$ cat src/rtl/gerenciador_memoria_acesso_pkg.sv
// Shared types for the memory responder: controller states and load-target selectors.
package gma_pkg;

  typedef enum logic [1:0] {
    LIMPEZA = 2'd0,
    PRONTO  = 2'd1,
    CARGA   = 2'd2
  } estado_t;

  localparam logic SEL_RELACOES   = 1'b0;
  localparam logic SEL_OBSTACULOS = 1'b1;

endpackage

$ cat src/rtl/gerenciador_memoria_acesso_if.sv
// Bundle of configuration-load and search-side memory access signals.
interface gerenciador_memoria_acesso_if #(
  parameter int ADDR_WIDTH          = 8,
  parameter int RELACOES_DATA_WIDTH = 8,
  parameter int DATA_WIDTH          = 4
);

  logic                           cfg_carga_valid_in;
  logic                           cfg_carga_sel_in;
  logic [ADDR_WIDTH-1:0]          cfg_carga_addr_in;
  logic [RELACOES_DATA_WIDTH-1:0] cfg_carga_data_in;
  logic                           cfg_carga_fim_in;
  logic                           cfg_carga_ready_out;
  logic                           cfg_limpar_in;
  logic                           gma_pronto_out;

  logic                           lvv_relacoes_rd_enable_in;
  logic [ADDR_WIDTH-1:0]          lvv_relacoes_rd_addr_in;
  logic [RELACOES_DATA_WIDTH-1:0] gma_relacoes_rd_data_out;

  logic                           lvv_obstaculos_rd_enable_in;
  logic [ADDR_WIDTH-1:0]          lvv_obstaculos_rd_addr_in;
  logic                           gma_obstaculos_rd_data_out;

  logic                           lvv_estabelecidos_write_en_in;
  logic [ADDR_WIDTH-1:0]          lvv_estabelecidos_write_addr_in;
  logic [DATA_WIDTH-1:0]          lvv_estabelecidos_write_data_in;
  logic                           cme_estabelecidos_rd_enable_in;
  logic [ADDR_WIDTH-1:0]          cme_estabelecidos_rd_addr_in;
  logic [DATA_WIDTH-1:0]          gma_estabelecidos_rd_data_out;

  modport master (
    output cfg_carga_valid_in, cfg_carga_sel_in, cfg_carga_addr_in, cfg_carga_data_in,
           cfg_carga_fim_in, cfg_limpar_in,
           lvv_relacoes_rd_enable_in, lvv_relacoes_rd_addr_in,
           lvv_obstaculos_rd_enable_in, lvv_obstaculos_rd_addr_in,
           lvv_estabelecidos_write_en_in, lvv_estabelecidos_write_addr_in,
           lvv_estabelecidos_write_data_in,
           cme_estabelecidos_rd_enable_in, cme_estabelecidos_rd_addr_in,
    input  cfg_carga_ready_out, gma_pronto_out,
           gma_relacoes_rd_data_out, gma_obstaculos_rd_data_out,
           gma_estabelecidos_rd_data_out
  );

  modport slave (
    input  cfg_carga_valid_in, cfg_carga_sel_in, cfg_carga_addr_in, cfg_carga_data_in,
           cfg_carga_fim_in, cfg_limpar_in,
           lvv_relacoes_rd_enable_in, lvv_relacoes_rd_addr_in,
           lvv_obstaculos_rd_enable_in, lvv_obstaculos_rd_addr_in,
           lvv_estabelecidos_write_en_in, lvv_estabelecidos_write_addr_in,
           lvv_estabelecidos_write_data_in,
           cme_estabelecidos_rd_enable_in, cme_estabelecidos_rd_addr_in,
    output cfg_carga_ready_out, gma_pronto_out,
           gma_relacoes_rd_data_out, gma_obstaculos_rd_data_out,
           gma_estabelecidos_rd_data_out
  );

endinterface

$ cat src/rtl/gerenciador_memoria_acesso_ram_1r1w.sv
// Simple dual-port RAM: synchronous write, registered read-first read with a zero-load override.
module gma_ram_1r1w #(
  parameter int WIDTH      = 8,
  parameter int ADDR_WIDTH = 8
) (
  input  logic                  clk,
  input  logic                  rst_n,
  input  logic                  we_i,
  input  logic [ADDR_WIDTH-1:0] waddr_i,
  input  logic [WIDTH-1:0]      wdata_i,
  input  logic                  re_i,
  input  logic                  rd_zero_i,
  input  logic [ADDR_WIDTH-1:0] raddr_i,
  output logic [WIDTH-1:0]      rdata_o
);

  localparam int DEPTH = 2 ** ADDR_WIDTH;

  logic [WIDTH-1:0] mem_q [DEPTH];
  logic [WIDTH-1:0] rdata_q;

  // Array contents are deliberately not reset so loaded graphs survive a reset.
  always_ff @(posedge clk) begin
    if (we_i) mem_q[waddr_i] <= wdata_i;
  end

  always_ff @(posedge clk or negedge rst_n) begin
    if (!rst_n)         rdata_q <= '0;
    else if (rd_zero_i) rdata_q <= '0;
    else if (re_i)      rdata_q <= mem_q[raddr_i];
  end

  assign rdata_o = rdata_q;

endmodule

$ cat src/rtl/gerenciador_memoria_acesso.sv
// Owner of the relations, obstacle and established-node memories; sequences clear, load and search access.
module gerenciador_memoria_acesso
  import gma_pkg::*;
#(
  parameter int ADDR_WIDTH          = 8,
  parameter int RELACOES_DATA_WIDTH = 8,
  parameter int DATA_WIDTH          = 4
) (
  input logic clk,
  input logic rst_n,
  gerenciador_memoria_acesso_if.slave bus
);

  localparam logic [ADDR_WIDTH-1:0] CNT_MAX = '1;

  estado_t               estado_q, estado_d;
  logic [ADDR_WIDTH-1:0] cnt_q, cnt_d;
  logic                  carga_aceita;
  logic                  pronto;
  logic                  limpando;
  logic                  est_we;
  logic [ADDR_WIDTH-1:0] est_waddr;
  logic [DATA_WIDTH-1:0] est_wdata;

  always_ff @(posedge clk or negedge rst_n) begin
    if (!rst_n) begin
      estado_q <= LIMPEZA;
      cnt_q    <= '0;
    end else begin
      estado_q <= estado_d;
      cnt_q    <= cnt_d;
    end
  end

  // Clear request outranks a load word arriving in the same PRONTO cycle.
  always_comb begin
    estado_d     = estado_q;
    cnt_d        = cnt_q;
    carga_aceita = 1'b0;
    case (estado_q)
      LIMPEZA: begin
        cnt_d = cnt_q + ADDR_WIDTH'(1);
        if (cnt_q == CNT_MAX) estado_d = PRONTO;
      end
      PRONTO: begin
        if (bus.cfg_limpar_in) begin
          estado_d = LIMPEZA;
        end else if (bus.cfg_carga_valid_in) begin
          estado_d     = CARGA;
          carga_aceita = 1'b1;
        end
      end
      CARGA: begin
        carga_aceita = bus.cfg_carga_valid_in;
        if (bus.cfg_carga_fim_in) estado_d = PRONTO;
      end
      default: estado_d = LIMPEZA;
    endcase
  end

  assign pronto   = (estado_q == PRONTO);
  assign limpando = (estado_q == LIMPEZA);

  assign bus.cfg_carga_ready_out = !limpando;
  assign bus.gma_pronto_out      = pronto;

  // The clear sweep owns the established write port; search writes only land in PRONTO.
  assign est_we    = limpando | (pronto & bus.lvv_estabelecidos_write_en_in);
  assign est_waddr = limpando ? cnt_q : bus.lvv_estabelecidos_write_addr_in;
  assign est_wdata = limpando ? '0 : bus.lvv_estabelecidos_write_data_in;

  gma_ram_1r1w #(.WIDTH(RELACOES_DATA_WIDTH), .ADDR_WIDTH(ADDR_WIDTH)) u_relacoes (
    .clk       (clk),
    .rst_n     (rst_n),
    .we_i      (carga_aceita && (bus.cfg_carga_sel_in == SEL_RELACOES)),
    .waddr_i   (bus.cfg_carga_addr_in),
    .wdata_i   (bus.cfg_carga_data_in),
    .re_i      (bus.lvv_relacoes_rd_enable_in),
    .rd_zero_i (!pronto),
    .raddr_i   (bus.lvv_relacoes_rd_addr_in),
    .rdata_o   (bus.gma_relacoes_rd_data_out)
  );

  gma_ram_1r1w #(.WIDTH(1), .ADDR_WIDTH(ADDR_WIDTH)) u_obstaculos (
    .clk       (clk),
    .rst_n     (rst_n),
    .we_i      (carga_aceita && (bus.cfg_carga_sel_in == SEL_OBSTACULOS)),
    .waddr_i   (bus.cfg_carga_addr_in),
    .wdata_i   (bus.cfg_carga_data_in[0]),
    .re_i      (bus.lvv_obstaculos_rd_enable_in),
    .rd_zero_i (!pronto),
    .raddr_i   (bus.lvv_obstaculos_rd_addr_in),
    .rdata_o   (bus.gma_obstaculos_rd_data_out)
  );

  gma_ram_1r1w #(.WIDTH(DATA_WIDTH), .ADDR_WIDTH(ADDR_WIDTH)) u_estabelecidos (
    .clk       (clk),
    .rst_n     (rst_n),
    .we_i      (est_we),
    .waddr_i   (est_waddr),
    .wdata_i   (est_wdata),
    .re_i      (bus.cme_estabelecidos_rd_enable_in),
    .rd_zero_i (!pronto),
    .raddr_i   (bus.cme_estabelecidos_rd_addr_in),
    .rdata_o   (bus.gma_estabelecidos_rd_data_out)
  );

endmodule

$ cat src/flat_wrapper.sv
// flat-port wrapper written by rule: the top's interface ports become plain ports
module gerenciador_memoria_acesso_flat import gma_pkg::*;
#(
  parameter int ADDR_WIDTH          = 8,
  parameter int RELACOES_DATA_WIDTH = 8,
  parameter int DATA_WIDTH          = 4
)
  (clk, rst_n, bus_cfg_carga_valid_in, bus_cfg_carga_sel_in, bus_cfg_carga_addr_in, bus_cfg_carga_data_in, bus_cfg_carga_fim_in, bus_cfg_limpar_in, bus_lvv_relacoes_rd_enable_in, bus_lvv_relacoes_rd_addr_in, bus_lvv_obstaculos_rd_enable_in, bus_lvv_obstaculos_rd_addr_in, bus_lvv_estabelecidos_write_en_in, bus_lvv_estabelecidos_write_addr_in, bus_lvv_estabelecidos_write_data_in, bus_cme_estabelecidos_rd_enable_in, bus_cme_estabelecidos_rd_addr_in, bus_cfg_carga_ready_out, bus_gma_pronto_out, bus_gma_relacoes_rd_data_out, bus_gma_obstaculos_rd_data_out, bus_gma_estabelecidos_rd_data_out);
  gerenciador_memoria_acesso_if #(.ADDR_WIDTH(ADDR_WIDTH), .RELACOES_DATA_WIDTH(RELACOES_DATA_WIDTH), .DATA_WIDTH(DATA_WIDTH)) bus_i ();
  input logic clk;
  input logic rst_n;
  input wire logic [$bits(bus_i.cfg_carga_valid_in)-1:0] bus_cfg_carga_valid_in;
  input wire logic [$bits(bus_i.cfg_carga_sel_in)-1:0] bus_cfg_carga_sel_in;
  input wire logic [$bits(bus_i.cfg_carga_addr_in)-1:0] bus_cfg_carga_addr_in;
  input wire logic [$bits(bus_i.cfg_carga_data_in)-1:0] bus_cfg_carga_data_in;
  input wire logic [$bits(bus_i.cfg_carga_fim_in)-1:0] bus_cfg_carga_fim_in;
  input wire logic [$bits(bus_i.cfg_limpar_in)-1:0] bus_cfg_limpar_in;
  input wire logic [$bits(bus_i.lvv_relacoes_rd_enable_in)-1:0] bus_lvv_relacoes_rd_enable_in;
  input wire logic [$bits(bus_i.lvv_relacoes_rd_addr_in)-1:0] bus_lvv_relacoes_rd_addr_in;
  input wire logic [$bits(bus_i.lvv_obstaculos_rd_enable_in)-1:0] bus_lvv_obstaculos_rd_enable_in;
  input wire logic [$bits(bus_i.lvv_obstaculos_rd_addr_in)-1:0] bus_lvv_obstaculos_rd_addr_in;
  input wire logic [$bits(bus_i.lvv_estabelecidos_write_en_in)-1:0] bus_lvv_estabelecidos_write_en_in;
  input wire logic [$bits(bus_i.lvv_estabelecidos_write_addr_in)-1:0] bus_lvv_estabelecidos_write_addr_in;
  input wire logic [$bits(bus_i.lvv_estabelecidos_write_data_in)-1:0] bus_lvv_estabelecidos_write_data_in;
  input wire logic [$bits(bus_i.cme_estabelecidos_rd_enable_in)-1:0] bus_cme_estabelecidos_rd_enable_in;
  input wire logic [$bits(bus_i.cme_estabelecidos_rd_addr_in)-1:0] bus_cme_estabelecidos_rd_addr_in;
  output wire logic [$bits(bus_i.cfg_carga_ready_out)-1:0] bus_cfg_carga_ready_out;
  output wire logic [$bits(bus_i.gma_pronto_out)-1:0] bus_gma_pronto_out;
  output wire logic [$bits(bus_i.gma_relacoes_rd_data_out)-1:0] bus_gma_relacoes_rd_data_out;
  output wire logic [$bits(bus_i.gma_obstaculos_rd_data_out)-1:0] bus_gma_obstaculos_rd_data_out;
  output wire logic [$bits(bus_i.gma_estabelecidos_rd_data_out)-1:0] bus_gma_estabelecidos_rd_data_out;
  assign bus_i.cfg_carga_valid_in = bus_cfg_carga_valid_in;
  assign bus_i.cfg_carga_sel_in = bus_cfg_carga_sel_in;
  assign bus_i.cfg_carga_addr_in = bus_cfg_carga_addr_in;
  assign bus_i.cfg_carga_data_in = bus_cfg_carga_data_in;
  assign bus_i.cfg_carga_fim_in = bus_cfg_carga_fim_in;
  assign bus_i.cfg_limpar_in = bus_cfg_limpar_in;
  assign bus_i.lvv_relacoes_rd_enable_in = bus_lvv_relacoes_rd_enable_in;
  assign bus_i.lvv_relacoes_rd_addr_in = bus_lvv_relacoes_rd_addr_in;
  assign bus_i.lvv_obstaculos_rd_enable_in = bus_lvv_obstaculos_rd_enable_in;
  assign bus_i.lvv_obstaculos_rd_addr_in = bus_lvv_obstaculos_rd_addr_in;
  assign bus_i.lvv_estabelecidos_write_en_in = bus_lvv_estabelecidos_write_en_in;
  assign bus_i.lvv_estabelecidos_write_addr_in = bus_lvv_estabelecidos_write_addr_in;
  assign bus_i.lvv_estabelecidos_write_data_in = bus_lvv_estabelecidos_write_data_in;
  assign bus_i.cme_estabelecidos_rd_enable_in = bus_cme_estabelecidos_rd_enable_in;
  assign bus_i.cme_estabelecidos_rd_addr_in = bus_cme_estabelecidos_rd_addr_in;
  assign bus_cfg_carga_ready_out = bus_i.cfg_carga_ready_out;
  assign bus_gma_pronto_out = bus_i.gma_pronto_out;
  assign bus_gma_relacoes_rd_data_out = bus_i.gma_relacoes_rd_data_out;
  assign bus_gma_obstaculos_rd_data_out = bus_i.gma_obstaculos_rd_data_out;
  assign bus_gma_estabelecidos_rd_data_out = bus_i.gma_estabelecidos_rd_data_out;
  gerenciador_memoria_acesso #(.ADDR_WIDTH(ADDR_WIDTH), .RELACOES_DATA_WIDTH(RELACOES_DATA_WIDTH), .DATA_WIDTH(DATA_WIDTH)) u_core (.clk(clk), .rst_n(rst_n), .bus(bus_i));
endmodule
$ cat config.mk
export PLATFORM = sky130hd
export DESIGN_NAME = gerenciador_memoria_acesso_flat
export DESIGN_NICKNAME = d
export VERILOG_FILES = /design/src/rtl/gerenciador_memoria_acesso_pkg.sv /design/src/rtl/gerenciador_memoria_acesso_if.sv /design/src/rtl/gerenciador_memoria_acesso_ram_1r1w.sv /design/src/rtl/gerenciador_memoria_acesso.sv /design/src/flat_wrapper.sv
export SDC_FILE = /design/constraint.sdc
export NUM_CORES = 2
export LEC_CHECK = 0
export ABC_CLOCK_PERIOD_IN_PS = 11500
export CAP_MARGIN = 20
export CELL_PAD_IN_SITES_DETAIL_PLACEMENT = 0
export CELL_PAD_IN_SITES_GLOBAL_PLACEMENT = 2
export CORE_MARGIN = 1.5
export CORE_UTILIZATION = 47
export DETAILED_ROUTE_END_ITERATION = 12
export GPL_TIMING_DRIVEN = 0
export PLACE_DENSITY_LB_ADDON = 0.15
export SLEW_MARGIN = 20
export SYNTH_ARGS = -nofsm -noshare
export SYNTH_HDL_FRONTEND = slang
export SYNTH_SLANG_ARGS = --single-unit
$ cat constraint.sdc
create_clock -name clk -period 11.5 [get_ports clk]
set_input_delay 2.3 -clock clk [delete_from_list [all_inputs] [get_ports clk]]
set_output_delay 2.3 -clock clk [all_outputs]
set_load 0.005 [all_outputs]
==> out/metrics.csv <==
stage,metric,value,unit
die,Die Ht,534,um
min_path,HP Class,reg -> reg,
place,Placer Congestion,0.956,
cells_and_area,share of layout cells above drive strength 1,21.6,%
yosys,Mapped Cells,6788,
route,Pre-antenna DRT Iters,6,
pwr,combinational cell fraction of total power,9.8,%
timing,# setup viols final,0,
grt,Tot GR Track Use,33.9,%
pwr,cell area power density,184,nW/um^2
yosys,Ys Warns,0,
yosys,most frequent cell after synthesis,edfxtp_1,
grt,largest net degree at the start of global routing,131,
pwr,sequential power share,49.8,%
clock_tree,Post-CTS Hold Fix Bufs,0,
yosys,Syn Nets,6855,
route,# DRC,0,
route,initial DRC count,13500,
cells_and_area,Final #Nets,7335,
yosys,synth top area cells,"edfxtp_1 (75%), mux4_2 (12%), nor2_1 (2.4%)",
pwr,Clock Power Share,40.4,%
critical_path,critical path type,in -> reg,
pwr,sw frac,25.2,%
cells_and_area,multi-input logic area,29700,sq um
critical_path,Worst Path Required,12.28,ns
critical_path,worst path arrival time,8.38,ns
clock_tree,CTS Sinks,3351,
timing,Final Slew Violations,0,
timing,relative slew slack,12.8,%
pwr,Worst IR Drop VDD,0.000143,V
yosys,post-synth top area share,75.3,%
clock_tree,CTS Buf Count,349,
die,Core ar.,280000,sq um
cells_and_area,final core occ,53.9,%
critical_path,Worst setup SP type,primary input,
critical_path,critical path capture point type,register,
route,WL/cell,43.2,um
clock_tree,CTS tree,built,
yosys,"FF+latch count, synth",3351,
clock_tree,number of gates resized after CTS,0,
yosys,library cells used by synthesis,83,
cells_and_area,fill cell count,21900,
timing,Worst Clk Skew,0.0904,ns
route,routed via count,76300,
yosys,predominant post-synthesis flop cell,edfxtp_1,
route,Vias/cell,6.76,
yosys,Async SR Flop Fraction,0.686,%
job,max_cap viols,0,
place,Post-DP HPWL,326,mm
pwr,NetSw,0.00703,W
yosys,largest area contributor in the netlist,edfxtp_1,
yosys,number of synthesized flops with an enable pin,3328,
cells_and_area,area grow syn2layout,13.8,%
clock_tree,Worst-path clk slew,0.06,ns
timing,Peak Freq,131,MHz
yosys,Post-Syn Area,133000,sq um
clock_tree,Root Driver,clkbuf_16,
place,# port buffers,60,
grt,initial antenna violation count,47,
place,DP Cell Count,10600,
timing,Worst Max-Slew Pin Slew,1.31,ns
timing,Hold Fails Final Rpt,0,
clock_tree,H-tree levels,5,
die,IO Pins,77,
cells_and_area,Final Non-Filler Cells,11300,
pwr,Internal,0.0208,W
grt,grt ovf,0,
cells_and_area,register area,101000,sq um
grt,first-pass GRT wire length,643,mm
clock_tree,worst skew pair latency,1.00,ns
yosys,Mapped Avg Cell Area,19.6,sq um
die,Total Die Area,286000,sq um
die,Die Wd,534,um
die,Initial Util,47.4,%
clock_tree,CTS Buffer Depth,4,
grt,vias in the first global route,72100,
clock_tree,postcts setup bufs,0,
timing,clock period minus worst slack,7.61,ns
die,# rows,194,
yosys,sequential element share of the synthesized area,75.7,%
timing,TNS Setup,0,ns
route,Post-DRT Antenna Nets,0,
timing,slack of the critical path,3.89,ns
yosys,synth cell count leaders,"edfxtp_1 (3,328), nor2_1 (852), mux4_2 (730)",
route,drt total wl,488,mm
timing,Tcrit/Tclk final,66.2,%
status,outcome,"finished, final reports clean",
place,Place WS,3.35,ns
pwr,Tot Pwr,0.0279,W
critical_path,CP max FO,11,
timing,unrepaired setup endpoints after global routing,no,
pwr,Leak,47.1,nW
[placed cells by master (no fill, tap or decap), types with 17 or more instances in the layout]
cell	n
clkdlybuf4s50_1	51
a211oi_1	18
a22o_1	39
diode_2	17
clkbuf_1	225
a21oi_1	87
a31oi_1	18
nand2_1	186
clkbuf_16	352
mux2i_1	279
clkinvlp_4	19
a221oi_1	39
clkinv_1	80
mux2_2	29
edfxtp_1	3328
bufinv_16	25
nand2b_1	22
buf_4	42
nor2_1	846
mux4_2	730
or3_1	19
o21ai_0	51
a22oi_1	72
buf_12	32
buf_2	107
clkbuf_2	55
buf_6	50
o221ai_1	67
nor2b_1	44
nor3_1	49
clkinv_2	66
o22ai_1	75
dfrtp_1	23
buf_16	35
nand3_1	82
nand4_1	32
buf_8	23
[metal layers]
layer	GRT usage, %	wire, um
met4	10.5	16900
met5	0.516	409
met2	46.7	204000
met1	50.1	196000
met3	12.4	70400
[area by class of cell]
| type | count | area share [%] |
|---|---|---|
| Antenna cell | 17 | 0.0282 |
| Clock buffer | 427 | 6.05 |
| Inverter | 18 | 0.0447 |
| Buffer | 439 | 1.71 |
| Tap cell | 3724 | 3.09 |
| Timing Repair Buffer | 129 | 1.48 |
| Sequential cell | 3351 | 66.6 |
| Multi-Input combinational cell | 2980 | 19.7 |
| Clock inverter | 215 | 1.35 |
[flip-flops by register name (all words and copies together), names as in the netlist]
signal,flops
u_core.u_estabelecidos.rdata_o,4
u_core.u_relacoes.rdata_o,8
u_core.u_estabelecidos.mem_q,1024
u_core.u_relacoes.mem_q,2048
u_core.cnt_q,8
u_core.u_obstaculos.rdata_o,1
u_core.estado_q,2
u_core.u_obstaculos.mem_q,256
[logic make-up (layout without fill, tap and decap cells)]
group | count (synthesis) | after routing | synth area share (%)
AOI/OAI and AO/OA | 569 | 569 | 3.08
other | 0 | 17 | 0
buffers and inverters | 457 | 1228 | 1.94
muxes | 1042 | 1042 | 14.8
DFF | 3351 | 3351 | 75.7
xor gates and xnor gates | 7 | 7 | 0.0462
adders and majority gates | 5 | 5 | 0.0471
and+or+nand+nor | 1357 | 1357 | 4.34
[power groups by stage]
stage	registers, W	clock network, W	logic, W
global placement	0.0145	0	0.00235
finish	0.0139	0.0112	0.00273
CTS	0.0139	0.0113	0.00264
global route	0.0139	0.0117	0.00277
floorplan	0.0142	0	0.00111
detailed placement	0.0141	0	0.00264
[through the flow]
stage / cell area, sq um / hold WS (ns)
after floorplan: 133000 / 0.473
after global placement: 138000 / 0.519
after detailed placement: 140000 / 0.510
after CTS: 151000 / 0.524
after global routing: 151000 / 0.569
final: 151000 / 0.520
[worst max-delay path, cell delays in order]
cell and delay, ns:
clkdlybuf4s50_1 0.86, buf_4 0.45, buf_4 0.29, buf_2 0.79, buf_2 0.95, mux4_2 0.46, a221oi_1 0.77, o22ai_1 0.27
o21ai_0 0.99, a2111oi_1 0.19
[worst paths after layout]
path                       depth (start not counted)                      startpoint  slack (ns)                              to
min reg2reg                                        1                 u_core.cnt_q[4]        0.52                 u_core.cnt_q[4]
min                                                1                 u_core.cnt_q[4]        0.52                 u_core.cnt_q[4]
max                                               10  bus_lvv_relacoes_rd_addr_in[1]        3.89    u_core.u_relacoes.rdata_o[7]
max in group asynchronous                          1                           rst_n        9.58    u_core.u_relacoes.rdata_o[0]
max reg2reg                                       12              u_core.estado_q[1]        5.86  u_core.u_relacoes.mem_q[37][2]
min in group asynchronous                          1                           rst_n        1.41    u_core.u_relacoes.rdata_o[6]
No activity file was read; power rests on OpenSTA's default activity.
